## src/rtl/fmul_arbiter_pkg.sv

```systemverilog
// fmul_arb_pkg: shared types and constants for the float32 multiplier arbiter.
// Latency: n/a (declarations only).
// Backpressure: n/a.
package fmul_arb_pkg;

  localparam int FP32_W = 32;

  // Scale constants used by the preprocessing engines that share the multiplier.
  localparam logic [FP32_W-1:0] FP32_ONE        = 32'h3F80_0000;
  localparam logic [FP32_W-1:0] FP32_SCALE_2M15 = 32'h3800_0000;

  typedef enum logic [1:0] {
    IDLE = 2'd0,
    HOLD = 2'd1,
    RESP = 2'd2
  } arb_state_e;

endpackage

```

## src/rtl/fmul_arbiter_rr_picker.sv

```systemverilog
// rr_picker: combinational one-hot winner selection over a request vector.
// Latency: 0 cycles (pure combinational).
// Backpressure: none; the winner simply follows req_i.
//
// Build option FMUL_ARB_RR_EN: when defined, the search starts one past ptr_i
// (round-robin); otherwise the lowest requesting index wins and ptr_i is absent.
//
// Ports:
//   req_i    - per-requester request bits
//   ptr_i    - index of the last winner (round-robin build only)
//   win_oh_o - one-hot winner, all zero when no request
//   win_id_o - binary index of the winner, zero when no request
module rr_picker
  import fmul_arb_pkg::*;
#(
  parameter int N_REQ = 4
) (
  input  logic [N_REQ-1:0]         req_i,
`ifdef FMUL_ARB_RR_EN
  input  logic [$clog2(N_REQ)-1:0] ptr_i,
`endif
  output logic [N_REQ-1:0]         win_oh_o,
  output logic [$clog2(N_REQ)-1:0] win_id_o
);

  localparam int IDW = $clog2(N_REQ);

  logic           found;
  logic [IDW-1:0] idx;

  always_comb begin
    win_oh_o = '0;
    win_id_o = '0;
    found    = 1'b0;
    idx      = '0;
`ifdef FMUL_ARB_RR_EN
    // Visit ptr+1, ptr+2, ... wrapping, so the last winner is checked last.
    for (int i = 1; i <= N_REQ; i++) begin
      idx = IDW'((int'(ptr_i) + i) % N_REQ);
      if (!found && req_i[idx]) begin
        found         = 1'b1;
        win_oh_o[idx] = 1'b1;
        win_id_o      = idx;
      end
    end
`else
    for (int i = 0; i < N_REQ; i++) begin
      idx = IDW'(i);
      if (!found && req_i[idx]) begin
        found         = 1'b1;
        win_oh_o[idx] = 1'b1;
        win_id_o      = idx;
      end
    end
`endif
  end

endmodule

```

## src/rtl/fmul_arbiter.sv

```systemverilog
// fmul_arbiter: shares one combinational float32 multiplier among N_REQ requesters.
// Latency: accept at posedge T, product strobed T+MUL_LATENCY..T+MUL_LATENCY+1; MUL_LATENCY+2 cycles per op.
// Backpressure: req_ready is zero while an operation is in flight; waiting requesters hold valid.
//
// Build option FMUL_ARB_RR_EN: round-robin arbitration when defined, fixed
// priority (lowest index wins) otherwise.
//
// Ports:
//   clk, rst             - clock, synchronous active-high reset
//   req_valid/a/b        - per-requester operand pairs, requester k at [k*DATA_W +: DATA_W]
//   req_ready            - one-hot accept, only in IDLE
//   rsp_valid, rsp_data  - one-cycle one-hot product strobe and product
//   mul_a, mul_b, mul_out- connection to the shared multiplier
//   busy, grant_id       - operation in flight, current/last granted requester
module fmul_arbiter
  import fmul_arb_pkg::*;
#(
  parameter int N_REQ       = 4,
  parameter int MUL_LATENCY = 10,
  parameter int DATA_W      = FP32_W
) (
  input  logic                      clk,
  input  logic                      rst,
  input  logic [N_REQ-1:0]          req_valid,
  input  logic [N_REQ*DATA_W-1:0]   req_a,
  input  logic [N_REQ*DATA_W-1:0]   req_b,
  output logic [N_REQ-1:0]          req_ready,
  output logic [N_REQ-1:0]          rsp_valid,
  output logic [DATA_W-1:0]         rsp_data,
  output logic [DATA_W-1:0]         mul_a,
  output logic [DATA_W-1:0]         mul_b,
  input  logic [DATA_W-1:0]         mul_out,
  output logic                      busy,
  output logic [$clog2(N_REQ)-1:0]  grant_id
);

  localparam int             IDW      = $clog2(N_REQ);
  localparam int             CNTW     = $clog2(MUL_LATENCY + 1);
  localparam logic [CNTW-1:0] CNT_LAST = CNTW'(MUL_LATENCY - 1);

  arb_state_e         state_q;
  logic [CNTW-1:0]    cnt_q;
  logic [IDW-1:0]     grant_q;
  logic [N_REQ-1:0]   rsp_valid_q;
  logic [DATA_W-1:0]  rsp_data_q;
  logic [DATA_W-1:0]  mul_a_q;
  logic [DATA_W-1:0]  mul_b_q;
  logic               busy_q;

  logic [N_REQ-1:0]   win_oh;
  logic [IDW-1:0]     win_id;
  logic               accept;

`ifdef FMUL_ARB_RR_EN
  logic [IDW-1:0]     ptr_q;
`endif

  rr_picker #(
    .N_REQ    (N_REQ)
  ) u_picker (
    .req_i    (req_valid),
`ifdef FMUL_ARB_RR_EN
    .ptr_i    (ptr_q),
`endif
    .win_oh_o (win_oh),
    .win_id_o (win_id)
  );

  // Ready only in IDLE; held low while reset is asserted so nothing is taken then.
  assign req_ready = (state_q == IDLE && !rst) ? win_oh : '0;
  assign accept    = |req_ready;

  always_ff @(posedge clk) begin
    if (rst) begin
      state_q     <= IDLE;
      cnt_q       <= '0;
      grant_q     <= '0;
      rsp_valid_q <= '0;
      rsp_data_q  <= '0;
      mul_a_q     <= '0;
      mul_b_q     <= '0;
      busy_q      <= 1'b0;
`ifdef FMUL_ARB_RR_EN
      // Pointing at the last requester makes requester 0 the first winner.
      ptr_q       <= IDW'(N_REQ - 1);
`endif
    end else begin
      rsp_valid_q <= '0;
      case (state_q)
        IDLE: begin
          if (accept) begin
            mul_a_q <= req_a[win_id*DATA_W +: DATA_W];
            mul_b_q <= req_b[win_id*DATA_W +: DATA_W];
            grant_q <= win_id;
            cnt_q   <= '0;
            busy_q  <= 1'b1;
            state_q <= HOLD;
`ifdef FMUL_ARB_RR_EN
            ptr_q   <= win_id;
`endif
          end
        end
        HOLD: begin
          // Operands have been on the multiplier for MUL_LATENCY cycles at this edge.
          if (cnt_q == CNT_LAST) begin
            rsp_data_q  <= mul_out;
            rsp_valid_q <= N_REQ'(1) << grant_q;
            state_q     <= RESP;
          end else begin
            cnt_q <= cnt_q + CNTW'(1);
          end
        end
        RESP: begin
          busy_q  <= 1'b0;
          state_q <= IDLE;
        end
        default: begin
          state_q <= IDLE;
        end
      endcase
    end
  end

  assign rsp_valid = rsp_valid_q;
  assign rsp_data  = rsp_data_q;
  assign mul_a     = mul_a_q;
  assign mul_b     = mul_b_q;
  assign busy      = busy_q;
  assign grant_id  = grant_q;

endmodule

```

## config.mk

```make
export PLATFORM = sky130hd
export DESIGN_NAME = fmul_arbiter
export DESIGN_NICKNAME = d
export VERILOG_FILES = /design/src/rtl/fmul_arbiter_pkg.sv /design/src/rtl/fmul_arbiter_rr_picker.sv /design/src/rtl/fmul_arbiter.sv
export SDC_FILE = /design/constraint.sdc
export NUM_CORES = 1
export LEC_CHECK = 0
export BUFFER_PORTS_ARGS = -buffer_cell sky130_fd_sc_hd__buf_4
export CAP_MARGIN = 20
export CORE_AREA = 2 2 158 160
export CTS_CLUSTER_DIAMETER = 80
export DETAILED_ROUTE_END_ITERATION = 16
export DIE_AREA = 0 0 160 162
export HOLD_SLACK_MARGIN = 0.03
export PLACE_DENSITY = 0.62
export RECOVER_POWER = 100
export SETUP_SLACK_MARGIN = 0.02
export SLEW_MARGIN = 25
export SYNTH_ARGS = -nofsm -noshare
export SYNTH_HDL_FRONTEND = slang
export SYNTH_SLANG_ARGS = --single-unit
```

## constraint.sdc

```tcl
create_clock -name clk -period 3.5 [get_ports clk]
set_input_delay 0 -clock clk [delete_from_list [all_inputs] [get_ports clk]]
set_output_delay 0 -clock clk [all_outputs]
set_load 0.02 [all_outputs]
```

* After elaboration in Yosys (flattened, before gate mapping) *
Cells that the tools add are included.

word-level totals
  register bits = 109
  input bits = 294
  logic and storage cells = 56

operators by class
  shift operators = 3
  bitwise operators = 2
  equality and inequality tests = 6
  reductions and logical operators = 18
  add/subtract/negate cells = 1
  multiplexer cells = 18

operators by type and width
  kind                 count
  $shiftx 128x8->32    2
  $mux 4               3
  $mux 1               8
  $mux 2               4
  $pmux 4 s2           1
  $reduce_and 2->1     4
  $ne 2x2->1 const B   3
  $add 4x1->4 const B  1
  $eq 4x4->1 const B   1
  $logic_and 1x1->1    4
  $logic_not 1->1      4
  $pmux 2 s2           1
  $reduce_bool 2->1    2
  $reduce_or 4->1      1
  $shl 1x2->4 const A  1
  $reduce_and 3->1     1
  $reduce_or 3->1      1
  $eq 2x1->1 const B   1
  $eq 2x2->1 const B   1
  $logic_not 2->1      1
  $not 1->1            2
  $pmux 1 s2           1

* Depth between registers and ports, before layout *
Gate-level depths: netlist of run 1.

  depth in word-level cells = 14
  depth in mapped cells = 8
  depth with buffers taken out = 6

* Hierarchy *
A second synthesis of run 1 with hierarchy kept.

unflattened totals
  cell total of the unflattened synthesis = 588
  area, all modules = 5929.4 µm²

by module, submodules not included
  module        cells an instance  sequential area each (µm²)  area each (µm²)  times used
  fmul_arbiter  579                2182.1                      5865.6           1
  rr_picker     9                  0.0                         63.8             1

* Worst setup path after synthesis of run 1 *
OpenSTA, ideal clock, no wires.

  path kind = register to output
  start = register state_q[1]
  end = output port req_ready[2]
  data required time = 3.500 ns
  setup slack = 1.739 ns
  arrival time = 1.761 ns
  cell stages (with the launch flop) = 5
  cell sequence = dfxtp_1 -> or3_1 -> buf_2 -> buf_1 -> nor4b_1

on the way
  word-level cells in the longest chain between the ends = 3

ends and longest elaborated chain
  item                      RTL line             text
  start: declaration        fmul_arbiter.sv:41   arb_state_e state_q;
  start signal: assignment  fmul_arbiter.sv:75   state_q <= IDLE;
  start signal: assignment  fmul_arbiter.sv:97   state_q <= HOLD;
  start signal: assignment  fmul_arbiter.sv:108  state_q <= RESP;
  $logic_not 2->1           fmul_arbiter.sv:70   assign req_ready = (state_q == IDLE && !rst) ? win_oh : '0;
  $logic_and 1x1->1         fmul_arbiter.sv:70
  $mux 4                    fmul_arbiter.sv:70
  end: declaration          fmul_arbiter.sv:27   output logic [N_REQ-1:0] req_ready,

Every way passes these cells.

* Worst setup path after layout of run 1 *
  start = input port req_valid[0]
  end = register mul_b_q[21], in the netlist mul_b[21]

on the way
  word-level cells in the longest chain between the ends = 13

ends and longest elaborated chain
  item                                                                        RTL line                      text
  start: declaration                                                          fmul_arbiter.sv:24            input logic [N_REQ-1:0] req_valid,
  $mux 1 (*)                                                                  fmul_arbiter_rr_picker.sv:49  if (!found && req_i[idx]) begin
  parallel branches: the longest is 12 deep, another holds $shiftx 128x8->32  --
  end signal: assignment                                                      fmul_arbiter.sv:93            mul_b_q <= req_b[win_id*DATA_W +: DATA_W];
  end: declaration                                                            fmul_arbiter.sv:47            logic [DATA_W-1:0] mul_b_q;

Every way passes the cells marked *.
A chain may end at the register's enable or synchronous reset.

==> flow_summary.yaml, run 1 <==
critical_path:
  cp-start-kind: "input port"
  reg2reg_from: "state_q[0]$_SDFFE_PP0P_"
  reg2reg_depth: 5
  crit_path_start: "req_valid[0]"
  critical_path_class: "in2reg"
  max_stage_delay_ns: 0.63
  crit_top_cell: "dlygate4sd3_1"
  crit_slowest_cell: "buf_4"
  cp.arrival_ns: 3.21
  crit_buf_inv: 5
  critPathTopFamily: "buffers and inverters"
  endpoint_kind: "register"
  crit_required_ns: 3.74
  rr_endpoint: "mul_b[21]$_SDFFE_PP0P_"
  crit_chain: "buf_4, inv_1, o21ai_0, buf_12, mux2_2, dlygate4sd3_1, a221o_1, dlygate4sd3_1"
  reg2reg_slack_ns: 0.53
  cp_max_fo: 70
place:
  place_inst: 1311
  port_buffers: 400
  pre_cts_ws_ns: 1.21
  gp_congestion: 0.835
  hpwl_mm: 16.8
  place_area_sq_um: 8670
global_route:
  grtUsageTotal_pct: 19.2
  grt_max_degree: 71
  grt_pass1_wl_mm: 39.8
  antenna_found_initial: 0
  grt_remaining_overflow: 0
  first_global_vias: 7483
timing:
  relSlewSlack_pct: -4.05
  rsz0062_at_grt: "no"
  hold_ws_ns: 0.0471
  max_clock_freq_mhz: 336
  timing.final.ws_setup_ns: 0.527
  finalCritPeriodShare_pct: 84.9
  fin_skew_ns: 0.00944
  tightest_slew_ns: 1.56
  hold_viol_final: 0
  final.min_clock_period_ns: 2.97
  finalSetupTns_ns: 0
  drv_slew: 37
  setup_viol: 0
floorplan:
  initial_core_util_pct: 22.6
  coreArea_sq_um: 24100
  die_x_um: 160
  die_area_sq_um: 25900
  ioPinCount: 401
  rows: 57
  fp.dieH_um: 162
cells_and_area:
  num-fill-cells: 2418
  antenna-diode-count: 0
  fin_util_pct: 43.8
  syn_to_final_growth_pct: 93.6
  drive_above_1_share_pct: 31.7
  final_cells: 1529
  nets: 1496
  design_area_sq_um: 10600
routing:
  viasPerCell: 4.76
  wl_per_cell_um: 17.1
  drt_iter0_markers: 545
  drc: 0
  ant_nets: 0
  totalWireLength_mm: 26.2
  vias: 7273
  detail_route.first_pass.iterations: 4
clock_network:
  cts_buffers: 9
  clkSinkCount: 109
  clk_latency_ns: 0.35
  postCtsSetupRepairBufs: 0
  cts-htree-levels: 3
  clk_pin_slew_ns: 0.08
  clock_path_buffers: 2
  cts_tree: "done"
  clockRootBuffer: "clkbuf_16"
synth:
  synth_commonest_cells: "131 x nand2_1, 109 x dfxtp_1, 98 x a21oi_1, 65 x nand3_1"
  yosysWarnings: 0
  synthArstFlopShare_pct: 0
  ys.flop_type: "dfxtp_1"
  synth_top_family_by_area: "compound AO/OA/AOI/OAI gates"
  yosys.area.top_type: "dfxtp_1"
  ys_ff_latch: 109
  synth_edf_count: 0
  synth-adder-area-share_pct: 0.459
  synth.area.mux_share_pct: 13.4
  synth_compound_area_share_pct: 21.7
  yosys.area.top_type_share_pct: 40.0
  synth-simple-area-share_pct: 18.6
  yosysSeqAreaShare_pct: 40.0
  syn-instance-count: 641
  synth_xor_area_share_pct: 0
  syn_avg_cell_area_sq_um: 8.51
  syn_area_sq_um: 5460
  post_synth_num_cell_types: 34
  yosys-top-cells-area: "dfxtp_1 40%, mux2_2 13%, a221o_1 12%"
  yosysMostFrequentCell: "nand2_1"
  syn_nets: 937
power:
  p_leak_nw: 4.51
  power_mw: 3.58
  peakVddDrop_uv: 271
  powerDensity_nw_per_um2: 339
hold_path:
  hold-path-cell-count: 4
  worstHoldEndpoint: "mul_a[17]$_SDFFE_PP0P_"
  min_path_type: "in2reg"
  worstHoldStart: "req_a[17]"
outcome:
  status: "finished, violations left"
  violations: "max-capacitance violations, max-slew violations"
job:
  max-cap-violations: 1
-- layer usage --
metal,part of all wire (%),vias to the layer above,track usage [%]
met5,0,-,0
met1,39,3423,22.4
met3,6.5,58,4.47
li1,-,3454,-
met2,51,338,34.1
met4,3.2,0,7.37
-- cell usage in the layout (no fill, tap or decap), types with 3 or more instances in the layout --
cell and count:
dlygate4sd3_1 202, nand3_1 65, nor2_1 10, a21oi_1 98, mux2_2 63, clkbuf_16 9, dfxtp_1 109, inv_1 3
a221o_1 64, clkbuf_1 108, nor4b_1 4, nor3_1 3, nor2b_1 4, buf_4 299, nand2_1 131, nor4_1 3
-- cell type report --
cell class / count / area [sq um] / area share, %
repair buffers: 612 / 4700 / 44.5
multi-input cells: 465 / 2950 / 27.9
flip-flops and latches: 109 / 2180 / 20.7
well taps: 324 / 405 / 3.84
clock buffers: 9 / 225 / 2.13
clock inverters: 7 / 87.6 / 0.829
inverters: 3 / 11.3 / 0.107
-- registers in the layout, summed over array words and instances (netlist names) --
signal / flops
busy: 1
cnt_q: 4
grant_id: 2
mul_a: 32
mul_b: 32
rsp_data: 32
rsp_valid: 4
state_q: 2
-- timing repair --
item	in CTS	in global routing
hold buffers	202	0
resized for setup	0	0
setup endpoints to repair	0	0
endpoints found under the hold margin	96	0
-- logic make-up after synthesis --
logic type	after synthesis
AND/OR/NAND/NOR	228
AO/OA/AOI/OAI	170
flip-flops	109
buffers and inverters	67
multiplexers	65
adder cells (fa/ha/maj)	2
-- how the worst max path moves through the flow --
stage / end / slack, ns / depth (start not counted)
2_1_floorplan: req_ready[2] / 1.74 / 4
3_3_place_gp: mul_a[1]$_SDFFE_PP0P_ / 1.23 / 4
3_5_place_dp: mul_a[4]$_SDFFE_PP0P_ / 1.21 / 4
4_1_cts: mul_a[0]$_SDFFE_PP0P_ / 0.65 / 5
5_1_grt: mul_a[13]$_SDFFE_PP0P_ / 0.36 / 5
6_report: mul_b[21]$_SDFFE_PP0P_ / 0.53 / 8
-- power breakdown --
part           switching (mW)  internal [mW]
Clock                   0.523          0.575
Combinational           0.467          0.619
Sequential             0.0647           1.33
Total                    1.05           2.52
-- tightest hold or removal path, delay by kind of cell --
kind                   cells  cell delay, ns
and+or+nand+nor            1            0.04
AOI/OAI and AO/OA          2            0.25
buffers and inverters      1            0.08
Power figures use the tool's default switching activity.
==> inputs of run 2 (changes only) <==
--- a/config.mk
+++ b/config.mk
@@ -5,14 +5,15 @@
 export SDC_FILE = /design/constraint.sdc
 export NUM_CORES = 1
 export LEC_CHECK = 0
+export ABC_AREA = 1
 export BUFFER_PORTS_ARGS = -buffer_cell sky130_fd_sc_hd__buf_4
 export CAP_MARGIN = 20
-export CORE_AREA = 2 2 158 160
+export CORE_AREA = 2 2 154 156
 export CTS_CLUSTER_DIAMETER = 80
 export DETAILED_ROUTE_END_ITERATION = 16
-export DIE_AREA = 0 0 160 162
+export DIE_AREA = 0 0 156 158
 export HOLD_SLACK_MARGIN = 0.03
-export PLACE_DENSITY = 0.62
+export PLACE_DENSITY = 0.73
 export RECOVER_POWER = 100
 export SETUP_SLACK_MARGIN = 0.02
 export SLEW_MARGIN = 25
==> constraint.sdc (replaced) <==
create_clock -name clk -period 2.55 [get_ports clk]
set_input_delay 0 -clock clk [delete_from_list [all_inputs] [get_ports clk]]
set_output_delay 0 -clock clk [all_outputs]
set_load 0.02 [all_outputs]
==> run 2 against run 1 <==
The run now ends clean. Combinational power increased by 46%. Final cell count increased by 33%. Setup slack got worse by 0.34 ns. Critical endpoint is now mul_b[25]$_SDFFE_PP0P_.
==> flow_summary.yaml, run 2 <==
timing:
  final.min_clock_period_ns: 2.36
  hold_viol_final: 0
  hold_ws_ns: 0.0436
  setup_viol: 0
  tightest_slew_ns: 0.947
  max_clock_freq_mhz: 423
  finalSetupTns_ns: 0
  finalCritPeriodShare_pct: 92.7
  timing.final.ws_setup_ns: 0.186
  fin_skew_ns: 0.0129
  rsz0062_at_grt: "no"
  relSlewSlack_pct: 36.8
  drv_slew: 0
cells_and_area:
  final_cells: 2027
  antenna-diode-count: 0
  mostFrequentLayoutCell: "nand2_1"
  drive_above_1_share_pct: 19.2
  syn_to_final_growth_pct: 62.7
  nets: 2028
  layout_common_cells: "463 x nand2_1, 303 x buf_4, 268 x inv_1"
  design_area_sq_um: 11300
  num-fill-cells: 2392
clock_network:
  clockRootBuffer: "clkbuf_16"
  clkSinkCount: 109
  clk_latency_ns: 0.35
  cts-htree-levels: 3
  clock_path_buffers: 2
  cts_buffers: 9
  clk_pin_slew_ns: 0.07
  cts_tree: "done"
  postCtsSetupRepairBufs: 0
floorplan:
  rows: 56
  initial_core_util_pct: 30.1
  die_x_um: 156
  fp.dieH_um: 158
  die_area_sq_um: 24600
  coreArea_sq_um: 23100
  ioPinCount: 401
routing:
  drc: 0
  ant_nets: 0
  vias: 9155
  viasPerCell: 4.52
  drt_iter0_markers: 702
  detail_route.first_pass.iterations: 5
  totalWireLength_mm: 28.1
  wl_per_cell_um: 13.9
place:
  gp_congestion: 0.845
  port_buffers: 400
  place_area_sq_um: 10100
  hpwl_mm: 19.3
  place_inst: 1880
  pre_cts_ws_ns: 0.766
synth:
  yosysSeqAreaShare_pct: 31.4
  syn_area_sq_um: 6940
  yosysMostFrequentCell: "nand2_1"
  synthArstFlopShare_pct: 0
  yosysWarnings: 0
  yosys-top-cells-area: "dfxtp_1 31%, nand2_1 25%, inv_1 14%"
  synth_edf_count: 0
  ys_ff_latch: 109
  syn_nets: 1541
  post_synth_num_cell_types: 24
  ys.flop_type: "dfxtp_1"
  syn-instance-count: 1245
  syn_avg_cell_area_sq_um: 5.57
  yosys.area.top_type_share_pct: 31.4
  yosys.area.top_type: "dfxtp_1"
  synth_commonest_cells: "464 x nand2_1, 268 x inv_1, 135 x nand3_1, 109 x dfxtp_1, 81 x nor2_1"
global_route:
  antenna_found_initial: 0
  first_global_vias: 8712
  grt_pass1_wl_mm: 42.5
  grt_remaining_overflow: 0
  grtUsageTotal_pct: 21.6
  grt_max_degree: 66
critical_path:
  endpoint_kind: "register"
  cp_max_fo: 40
  critical_path_class: "in2reg"
  crit_required_ns: 2.84
  cp.arrival_ns: 2.65
  cp-start-kind: "input port"
hold_path:
  min_path_type: "in2reg"
power:
  p_leak_nw: 6.49
  p_switching_mw: 1.65
  intPower_mw: 3.38
  peakVddDrop_uv: 294
  comb_power_share_pct: 31.7
  sequentialPowerShare_pct: 38.3
  p_clk_share_pct: 30.1
  p_sw_share_pct: 32.8
  powerDensity_nw_per_um2: 445
job:
  max-cap-violations: 0
outcome:
  status: "complete, no violations"
## run 2: power by group through the flow
stage | sequential, mW | clock [mW] | combinational [mW]
5_1_grt | 1.94 | 1.64 | 1.75
6_report | 1.92 | 1.51 | 1.59
3_5_place_dp | 1.96 | 0 | 1.49
3_3_place_gp | 1.96 | 0 | 1.47
2_1_floorplan | 2.11 | 0 | 0.606
4_1_cts | 1.93 | 1.56 | 1.70
## run 2: final timing paths
| check | depth (start not counted) | to | slack [ns] | startpoint |
|---|---|---|---|---|
| hold reg to reg | 2 | mul_b[28]$_SDFFE_PP0P_ | 0.45 | mul_b[28]$_SDFFE_PP0P_ |
| setup / recovery | 12 | mul_b[25]$_SDFFE_PP0P_ | 0.19 | req_valid[2] |
| setup reg to reg | 7 | rsp_data[1]$_SDFFE_PP0N_ | 0.66 | cnt_q[0]$_SDFFE_PP0P_ |
| hold / removal | 7 | mul_b[9]$_SDFFE_PP0P_ | 0.04 | req_b[105] |
## run 2: what timing repair did
item                                    4_1_cts  5_1_grt
resized for setup                             0        2
hold buffers                                131        0
endpoints found under the hold margin        93        0
endpoints found under the setup margin        0        3
## run 2: through the flow
stage | power (mW) | utilization [%]
2_1_floorplan | 2.72 | -
5_1_grt | 5.33 | 49.0
3_3_place_gp | 3.43 | 43.8
4_1_cts | 5.19 | 50.8
6_report | 5.03 | 49.0
3_5_place_dp | 3.45 | 43.8
## run 2: cell type report
class	instances	area (sq um)	share of cell area, %
timing repair buffer	546	4040	35.8
multi-input combinational	795	3360	29.8
sequential	109	2180	19.3
inverter	271	1020	9.05
tap	290	363	3.21
clock buffer	9	225	1.99
clock inverter	7	91.3	0.809
## run 2: kinds of logic after synthesis
logic type               Yosys count  share of synthesized area, %
AND/OR/NAND/NOR                  687                          40.3
buffers and inverters            341                          20.2
flip-flops                       109                          31.4
AO/OA/AOI/OAI                    106                          7.70
adder cells (fa/ha/maj)            2                         0.360
## run 2: metal layers
layer	up-vias	wire, um	track usage, %	part of all wire [%]
li1	4630	-	-	-
met1	4082	11000	23.8	39
met2	388	13800	39.6	49
met3	55	2390	5.94	8.5
met4	0	881	8.04	3.1
met5	-	0	0	0
## run 2: critical path, cell delays in order
cell and delay (ns):
buf_4 0.13, o21ai_4 0.14, buf_4 0.32, clkbuf_4 0.49
o21ai_1 0.12, inv_1 0.07, nand2_1 0.04, dlygate4sd3_1 0.55
nand2_1 0.08, dlygate4sd3_1 0.56, nand2_1 0.05, nand2_1 0.06
